**config.mk**
```make
export PLATFORM = sky130hd
export DESIGN_NAME = ppu_bg_render
export DESIGN_NICKNAME = d
export VERILOG_FILES = /design/src/rtl/ppu_pkg.sv /design/src/rtl/ppu_palette.sv /design/src/rtl/ppu_bg_render.sv
export SDC_FILE = /design/constraint.sdc
export NUM_CORES = 1
export LEC_CHECK = 0
export ABC_CLOCK_PERIOD_IN_PS = 2900
export CAP_MARGIN = 20
export CORE_MARGIN = 2
export CORE_UTILIZATION = 35
export CTS_CLUSTER_DIAMETER = 100
export DETAILED_ROUTE_END_ITERATION = 6
export DONT_BUFFER_PORTS = 1
export PLACE_DENSITY_LB_ADDON = 0.1
export SYNTH_ARGS = -nofsm -noshare
export SYNTH_HDL_FRONTEND = slang
export SYNTH_SLANG_ARGS = --single-unit
export TNS_END_PERCENT = 5
```
**constraint.sdc**
```tcl
create_clock -name clk -period 2.9 [get_ports clk]
set_input_delay 0.435 -clock clk [delete_from_list [all_inputs] [get_ports clk]]
set_output_delay 0.435 -clock clk [all_outputs]
set_load 0.05 [all_outputs]
```
**src/rtl/ppu_pkg.sv**
```systemverilog
// Shared PPU constants, bundles and helpers.
// Used by the background renderer and the palette file.
package ppu_pkg;

    localparam int H_ACTIVE   = 800;
    localparam int V_ACTIVE   = 600;
    localparam int MAP_COLS   = 100;
    localparam int TILE_W     = 8;
    localparam int RGB_W      = 12;
    localparam int BG_LATENCY = 5;

    localparam int TM_AW  = 13;
    localparam int PAT_AW = 11;
    localparam int PAL_AW = 4;
    localparam int PIX_W  = 4;

    // Per-pixel sideband carried down the render pipe.
    typedef struct packed {
        logic [2:0] fine_x;
        logic [2:0] fine_y;
        logic       vis;
        logic       bg_en;
    } bg_side_t;

    // Generator sync/blank bundle realigned to the pixel data.
    typedef struct packed {
        logic hsync;
        logic vsync;
        logic de;
    } sync_t;

    localparam sync_t SYNC_RST = '{hsync: 1'b1, vsync: 1'b1, de: 1'b0};

    // row*100 + col, built as row*64 + row*32 + row*4 + col.
    function automatic logic [TM_AW-1:0] tm_index(
        input logic [6:0] row,
        input logic [7:0] col
    );
        logic [TM_AW-1:0] r;
        r = {6'd0, row};
        return (r << 6) + (r << 5) + (r << 2) + {5'd0, col};
    endfunction

endpackage

```
**src/rtl/ppu_palette.sv**
```systemverilog
// 16x12 palette register file: one sync write, one comb read.
// A read during a write to the same entry sees the old value.
module ppu_palette
    import ppu_pkg::*;
(
    input  logic              clk,
    input  logic              rst_n,
    input  logic              we,
    input  logic [PAL_AW-1:0] waddr,
    input  logic [RGB_W-1:0]  wdata,
    input  logic [PAL_AW-1:0] raddr,
    output logic [RGB_W-1:0]  rdata
);

    logic [15:0][RGB_W-1:0] mem_q;
    logic [15:0][RGB_W-1:0] mem_d;

    // Next palette contents: only the strobed entry changes.
    always_comb begin
        mem_d = mem_q;
        if (we) begin
            mem_d[waddr] = wdata;
        end
    end

    // Palette storage, cleared to black on reset.
    always_ff @(posedge clk or negedge rst_n) begin
        if (!rst_n) begin
            mem_q <= '0;
        end else begin
            mem_q <= mem_d;
        end
    end

    assign rdata = mem_q[raddr];

endmodule

```
**src/rtl/ppu_bg_render.sv**
```systemverilog
// Background tile renderer: counters -> tilemap -> pattern -> palette.
// Five-stage stall-free pipe; sync/de realigned to the RGB output.
module ppu_bg_render
    import ppu_pkg::*;
(
    input  logic              clk,
    input  logic              rst_n,
    input  logic [10:0]       counterX,
    input  logic [9:0]        counterY,
    input  logic              hsync_in,
    input  logic              vsync_in,
    input  logic              de_in,
    input  logic              bg_enable,
    output logic              tm_re,
    output logic [TM_AW-1:0]  tm_addr,
    input  logic [7:0]        tm_data,
    output logic              pat_re,
    output logic [PAT_AW-1:0] pat_addr,
    input  logic [31:0]       pat_data,
    input  logic              pal_we,
    input  logic [PAL_AW-1:0] pal_addr,
    input  logic [RGB_W-1:0]  pal_data,
    output logic [RGB_W-1:0]  rgb,
    output logic              hsync,
    output logic              vsync,
    output logic              de
);

    logic              tm_re_q,    tm_re_d;
    logic [TM_AW-1:0]  tm_addr_q,  tm_addr_d;
    logic              pat_re_q,   pat_re_d;
    logic [PAT_AW-1:0] pat_addr_q, pat_addr_d;
    logic [RGB_W-1:0]  rgb_q,      rgb_d;

    // side_q[k] holds the sideband for stage k+1 (S1..S4).
    bg_side_t [3:0] side_q, side_d;
    // sync_q[3] drives the outputs; sync_q[2] gates rgb.
    sync_t    [3:0] sync_q, sync_d;

    bg_side_t          side0;
    logic              visible;
    logic [4:0]        nib_lsb;
    logic [PIX_W-1:0]  nib;
    logic [PAL_AW-1:0] pal_idx;
    logic [RGB_W-1:0]  pal_rdata;

    ppu_palette u_pal (
        .clk   (clk),
        .rst_n (rst_n),
        .we    (pal_we),
        .waddr (pal_addr),
        .wdata (pal_data),
        .raddr (pal_idx),
        .rdata (pal_rdata)
    );

    // S0: visibility test and tilemap address generation.
    always_comb begin
        visible = (counterX < 11'(H_ACTIVE)) &&
                  (counterY < 10'(V_ACTIVE));
        side0.fine_x = counterX[2:0];
        side0.fine_y = counterY[2:0];
        side0.vis    = visible;
        side0.bg_en  = bg_enable;
        tm_re_d   = visible;
        tm_addr_d = '0;
        if (visible) begin
            tm_addr_d = tm_index(counterY[9:3], counterX[10:3]);
        end
    end

    // S2: pattern row address from the returned tile index.
    always_comb begin
        pat_re_d   = side_q[1].vis;
        pat_addr_d = '0;
        if (side_q[1].vis) begin
            pat_addr_d = {tm_data, side_q[1].fine_y};
        end
    end

    // S4: pick the pixel nibble and resolve it through the palette.
    always_comb begin
        nib_lsb = 5'd28 - {side_q[3].fine_x, 2'b00};
        nib     = pat_data[nib_lsb +: PIX_W];
        pal_idx = '0;
        if (side_q[3].vis && side_q[3].bg_en) begin
            pal_idx = nib;
        end
        rgb_d = sync_q[2].de ? pal_rdata : '0;
    end

    // Sideband and sync shift registers advance every clock.
    always_comb begin
        side_d = {side_q[2:0], side0};
        sync_d = {sync_q[2:0],
                  sync_t'{hsync: hsync_in,
                          vsync: vsync_in,
                          de:    de_in}};
    end

    // Pipeline registers; reset flushes the pipe to blank/sync-idle.
    always_ff @(posedge clk or negedge rst_n) begin
        if (!rst_n) begin
            tm_re_q    <= 1'b0;
            tm_addr_q  <= '0;
            pat_re_q   <= 1'b0;
            pat_addr_q <= '0;
            rgb_q      <= '0;
            side_q     <= '0;
            sync_q     <= {4{SYNC_RST}};
        end else begin
            tm_re_q    <= tm_re_d;
            tm_addr_q  <= tm_addr_d;
            pat_re_q   <= pat_re_d;
            pat_addr_q <= pat_addr_d;
            rgb_q      <= rgb_d;
            side_q     <= side_d;
            sync_q     <= sync_d;
        end
    end

    assign tm_re    = tm_re_q;
    assign tm_addr  = tm_addr_q;
    assign pat_re   = pat_re_q;
    assign pat_addr = pat_addr_q;
    assign rgb      = rgb_q;
    assign hsync    = sync_q[3].hsync;
    assign vsync    = sync_q[3].vsync;
    assign de       = sync_q[3].de;

endmodule

```
Word level (Yosys, flattened, before mapping)

Cells that the tools add are included.

Output and inout port bits: 41
Input port bits: 84
Flip-flop bits (word level): 266
Word-level logic and storage cells: 67

Shift-type cells: 1
$lt $le $gt $ge: 5
Reduce and logical (&&, ||, !) cells: 3
Add/subtract/negate cells: 4
Muxes and demuxes: 9

Operator list:

| operator             | number |
|---|---|
| $bwmux 192           | 1 |
| $bmux 12 s4          | 1 |
| $demux 12 s4         | 1 |
| $mux 12              | 3 |
| $shiftx 32x6->4      | 1 |
| $add 13x12->13       | 1 |
| $add 13x8->13        | 1 |
| $add 13x9->13        | 1 |
| $mux 13              | 1 |
| $lt 11x10->1 const B | 1 |
| $mux 11              | 1 |
| $lt 10x10->1 const B | 1 |
| $lt 4x5->1 const B   | 2 |
| $sub 5x5->5 const A  | 1 |
| $ge 4x1->1 const B   | 1 |
| $mux 4               | 1 |
| $logic_and 1x1->1    | 3 |

Depth between registers and ports, before layout

Depth in word-level cells: 6
Mapped depth: 13
Gate-level depth less buffers: 13

Modules after synthesis

From an unflattened synthesis, not the netlist that was laid out.

Cells, all modules: 766
Area, all modules: 11,787.6 sq um

Modules (own cells, without submodules):

| module        | instances | area each (sq um) | cells an instance | seq. area each (sq um) |
|---|---|---|---|---|
| ppu_palette   | 1         | 8,677.1           | 543               | 4,804.6 |
| ppu_bg_render | 1         | 3,110.5           | 223               | 1,861.8 |

Worst setup path after synthesis

OpenSTA, ideal clock, no wires.

Path type: input to register
Start: input port counterX[9]
End: register tm_addr_q[12] (netlist: tm_addr[12])
Cell stages on the path: 12
Path buffers: 0
Library setup time: 0.139 ns
Arrival: 2.693 ns
Data required time: 2.761 ns
Setup slack: 0.067 ns
Cells stage by stage: inv_1 -> fa_1 -> inv_1 -> fa_1 -> ha_1 -> nor2b_1 -> o21ai_0 -> a21oi_1 -> o21ai_0 -> a21oi_1 -> xnor2_1 -> nor2_1

Longest elaborated chain between the ends: 3
Elaborated cells on any way between the ends: 4
Those cells by class: add/sub (1); order compare (1); mux (1); reduce/logical (1)

Ends and longest elaborated chain:

| what                 | RTL line             | RTL |
|---|---|---|
| from (decl)          | ppu_bg_render.sv:8   | `input logic [10:0] counterX,` |
| $lt 11x10->1         | ppu_bg_render.sv:59  | `visible = (counterX < 11'(H_ACTIVE)) &&` |
| $logic_and 1x1->1    | ppu_bg_render.sv:59  |  |
| $mux 13 *            | ppu_bg_render.sv:67  | `if (visible) begin` |
| via tm_addr_d[12]    | ppu_bg_render.sv:30  | `logic [TM_AW-1:0] tm_addr_q, tm_addr_d;` |
| to (signal assigned) | ppu_bg_render.sv:113 | `tm_addr_q <= tm_addr_d;` |
| to (decl)            | ppu_bg_render.sv:30  |  |

The timed path passes the listed nets; every way through them passes the cells marked *.
A chain may end at the register's enable or synchronous reset.

Worst setup path in the final report

Start: register side_q[30] (netlist name)
End: register rgb_q[9] (netlist: rgb[9])

Longest elaborated chain between the ends: 6

Ends and longest elaborated chain:

| what                          | RTL line             | RTL |
|---|---|---|
| from (decl)                   | ppu_bg_render.sv:36  | `bg_side_t [3:0] side_q, side_d;` |
| from (signal assigned)        | ppu_bg_render.sv:117 | `side_q <= side_d;` |
| $sub 5x5->5                   | ppu_bg_render.sv:83  | `nib_lsb = 5'd28 - {side_q[3].fine_x, 2'b00};` |
| $shiftx 32x6->4               | ppu_bg_render.sv:84  | `nib = pat_data[nib_lsb +: PIX_W];` |
| $mux 4                        | ppu_bg_render.sv:86  | `if (side_q[3].vis && side_q[3].bg_en) begin` |
| $bmux 12 s4                   | ppu_palette.sv:35    | `assign rdata = mem_q[raddr];` |
| $mux 12 (implied by the code) | ppu_palette.sv:35    |  |
| $mux 12                       | ppu_bg_render.sv:89  | `rgb_d = sync_q[2].de ? pal_rdata : '0;` |
| via rgb_d[9]                  | ppu_bg_render.sv:33  | `logic [RGB_W-1:0] rgb_q, rgb_d;` |
| to (signal assigned)          | ppu_bg_render.sv:116 | `rgb_q <= rgb_d;` |
| to (decl)                     | ppu_bg_render.sv:33  |  |

The timed path passes the listed nets, and every way through them passes these cells. The select of a mux whose other input is x is not followed.

==> results.md <==
- Setup slack, reg-to-reg: 310 ps
- Final Slew Violations: 0
- Most common cell after layout, fill and taps aside: dfrtp_1
- Clock transition at path regs: 60 ps
- CP Data Arrival Time: 3000 ps
- Sw Pwr: 0.00260 W
- Yosys warns: 0
- CP startpoint kind: flip-flop
- Number of synthesized flops with an enable pin: 0
- Rel. slew slack: 35.8%
- CTS sink count: 266
- Routed len/inst: 20.2 um
- Placer Congestion: 0.746
- Fin Clk Skew: 14.4 ps
- Largest net degree at the start of global routing: 267
- Post-CTS resize count: 0
- Least-Margin Pin Slew: 963 ps
- Flop pwr share: 49.4%
- Cell variety after synth: 43
- Num rows: 67
- Antenna violations before repair: 0
- # IOs: 125
- Clock tree buffer depth: 3
- Crit path required time: 3310 ps
- Drt total wl: 30.1 mm
- Max Fclk: 0.386 GHz
- Clk_lat worst skew: 550 ps
- DRT Pass-1 Iters: 6
- Sequential area share after synthesis: 55.5%
- Synthesized instance count: 1,000
- Syn avg cell area: 12.0 um2
- Final Hold Viols: 258
- Net Count, Synth: 1,114
- Period utilization: 89.3%
- Yosys reg bits: 266
- Ys async rst share: 100%
- Setup TNS: 0 ps
- DRC Markers: 0
- Die outline width: 189 um
- Worst Setup End Kind: flip-flop
- WHS: -415 ps
- Clock power frac: 37.1%
- Nets: 1,136
- Num CTS Buffers: 30
- FF-to-FF path depth: 8
- Initial Util: 35.6%
- Post-Syn Area: 12,000 um2
- Post-layout util: 41.0%
- Count of final setup violators: 0
- GRT overflow: 0
- Chip height: 189 um
- Vias in the first global route: 7,959
- Fillcell total: 3,253
- Area after DPL: 12,700 um2
- Post-DP HPWL: 18.0 mm
- Maximum vdd drop: 0.000440 V
- RSZ-0062 raised after global routing: false
- Die ar.: 35,800 um2
- Comb pwr share: 13.4%
- # Max-Cap Violations: 0
- Hold-fix buffers, CTS: 11
- Tmin final: 2590 ps
- Most frequent cells in the layout: dfrtp_1, mux2_2, nand2_1
- Vias: 7,540
- Total GRT Usage: 17.2%
- Failing checks: hold timing
- Power per Cell Area: 729 nW/um2
- Layout cells sized above 1: 29.1%
- I/O Buffers: 0
- Dpl ws: -119 ps
- Switching part of the total power: 25.8%
- CTS root buf: clkbuf_16
- PnR worst setup slack: 311 ps
- Final instance area: 13,800 um2
- Antenna viol nets, final: 0
- First-pass GRT wire length: 47.6 mm
- Crit path max fanout: 14
- Starting DRC count in detailed routing: 284
- Core Area: 33,700 um2
- CTS tree: yes
- Worst Hold Class: input port to async pin
- Synth Flop Type: dfrtp_1
- Internal power: 0.00747 W
- Pleak: 6.19 nW
- DR vias/cell: 5.05
- Status: complete, but fails checks
- CTS H-tree depth: 1
- Crit Path Category: flip-flop to flip-flop
- P&R area growth vs syn: 15.0%
## worst max-delay path, stage by stage (launching register included)
cell	delay (ps)
dfrtp_1	430
mux4_2	550
mux2i_4	200
buf_4	330
buf_4	360
mux2i_1	210
a21oi_1	100
nand4_1	170
nand2_1	100
## layout make-up
type / instances / area [um2] / share of cell area (%)
Antenna cell: 1 / 2.50 / 0.0181
Clock buffer: 47 / 926 / 6.70
Clock inverter: 6 / 55.1 / 0.399
Inverter: 34 / 128 / 0.924
Multi-Input combinational cell: 637 / 4960 / 35.9
Sequential cell: 266 / 6670 / 48.3
Tap cell: 448 / 561 / 4.06
Timing Repair Buffer: 53 / 513 / 3.71
## kinds of logic after synthesis
| family | share of synthesized area, % |
|---|---|
| AO/OA/AOI/OAI | 2.70 |
| XOR/XNOR | 0.438 |
| adder cells (fa/ha/maj) | 3.56 |
| buffers and inverters | 3.38 |
| flip-flops | 55.5 |
| multiplexers | 22.3 |
| AND/OR/NAND/NOR | 12.1 |
## worst paths after layout
check,start,to
max,side_q[30],rgb[9]
min,rst_n,rgb[0]
max reg2reg,side_q[30],rgb[9]
min reg2reg,side_d[31],side_q[31]
max in group asynchronous,rst_n,u_pal.mem_q[44]
min in group clk,tm_data[7],pat_addr[10]
## state kept, by name, indices dropped and copies added, names as in the netlist
signal / cells
de: 1
hsync: 1
pat_addr: 11
pat_re_d: 1
rgb: 12
side_d: 20
side_q: 5
sync_d: 9
tm_addr: 13
u_pal.mem_q: 192
vsync: 1
## Yosys cell counts (all sizes together), types with 2 or more instances
master,instances,share of area (%)
dfrtp,258,54
mux2,192,18
nand2,156,4.9
nand3,70,2.9
clkbuf,39,1.2
inv,34,1.1
mux2i,30,2.6
a21oi,28,1.2
buf,24,1.1
nor2,24,0.77
ha,23,2.4
nand4,22,1.1
and2,16,0.83
mux4,9,1.7
nor3,9,0.38
dfstp,8,1.8
nand2b,8,0.42
fa,7,1.2
o21ai,7,0.29
nor2b,6,0.31
o32ai,4,0.29
a2111oi,3,0.27
xnor2,3,0.22
xor2,3,0.22
a221oi,2,0.15
a32oi,2,0.15
and3b,2,0.15
nand3b,2,0.12
or3,2,0.10
## power by group through the flow
stage	combinational (W)	clock [W]	sequential, W
global route	0.00153	0.00403	0.00507
finish	0.00135	0.00374	0.00498
detailed placement	0.00136	0	0.00504
CTS	0.00138	0.00386	0.00499
global placement	0.00133	0	0.00503
floorplan	0.00114	0	0.00493
## metrics by stage
step	hold slack, ps	power [W]	std cells
finish	-415	0.0101	1492
floorplan	139	0.00607	1000
global route	-449	0.0106	1491
detailed placement	149	0.00641	1426
CTS	-440	0.0102	1490
global placement	151	0.00636	1426
## routing by layer
layer  part of all wire (%)  track usage [%]  routed length [um]
met1                     44             22.9               13400
met2                     49             29.3               14700
met3                    4.4             3.17                1330
met4                    2.1             3.82                 625
met5                      0                0                   0
## timing repair
item | in CTS | in global routing
setup endpoints to repair | 0 | 0
hold endpoints to repair | 277 | 266
buffers inserted | 0 | 0
Note: power is estimated with default switching activity, not from simulation.
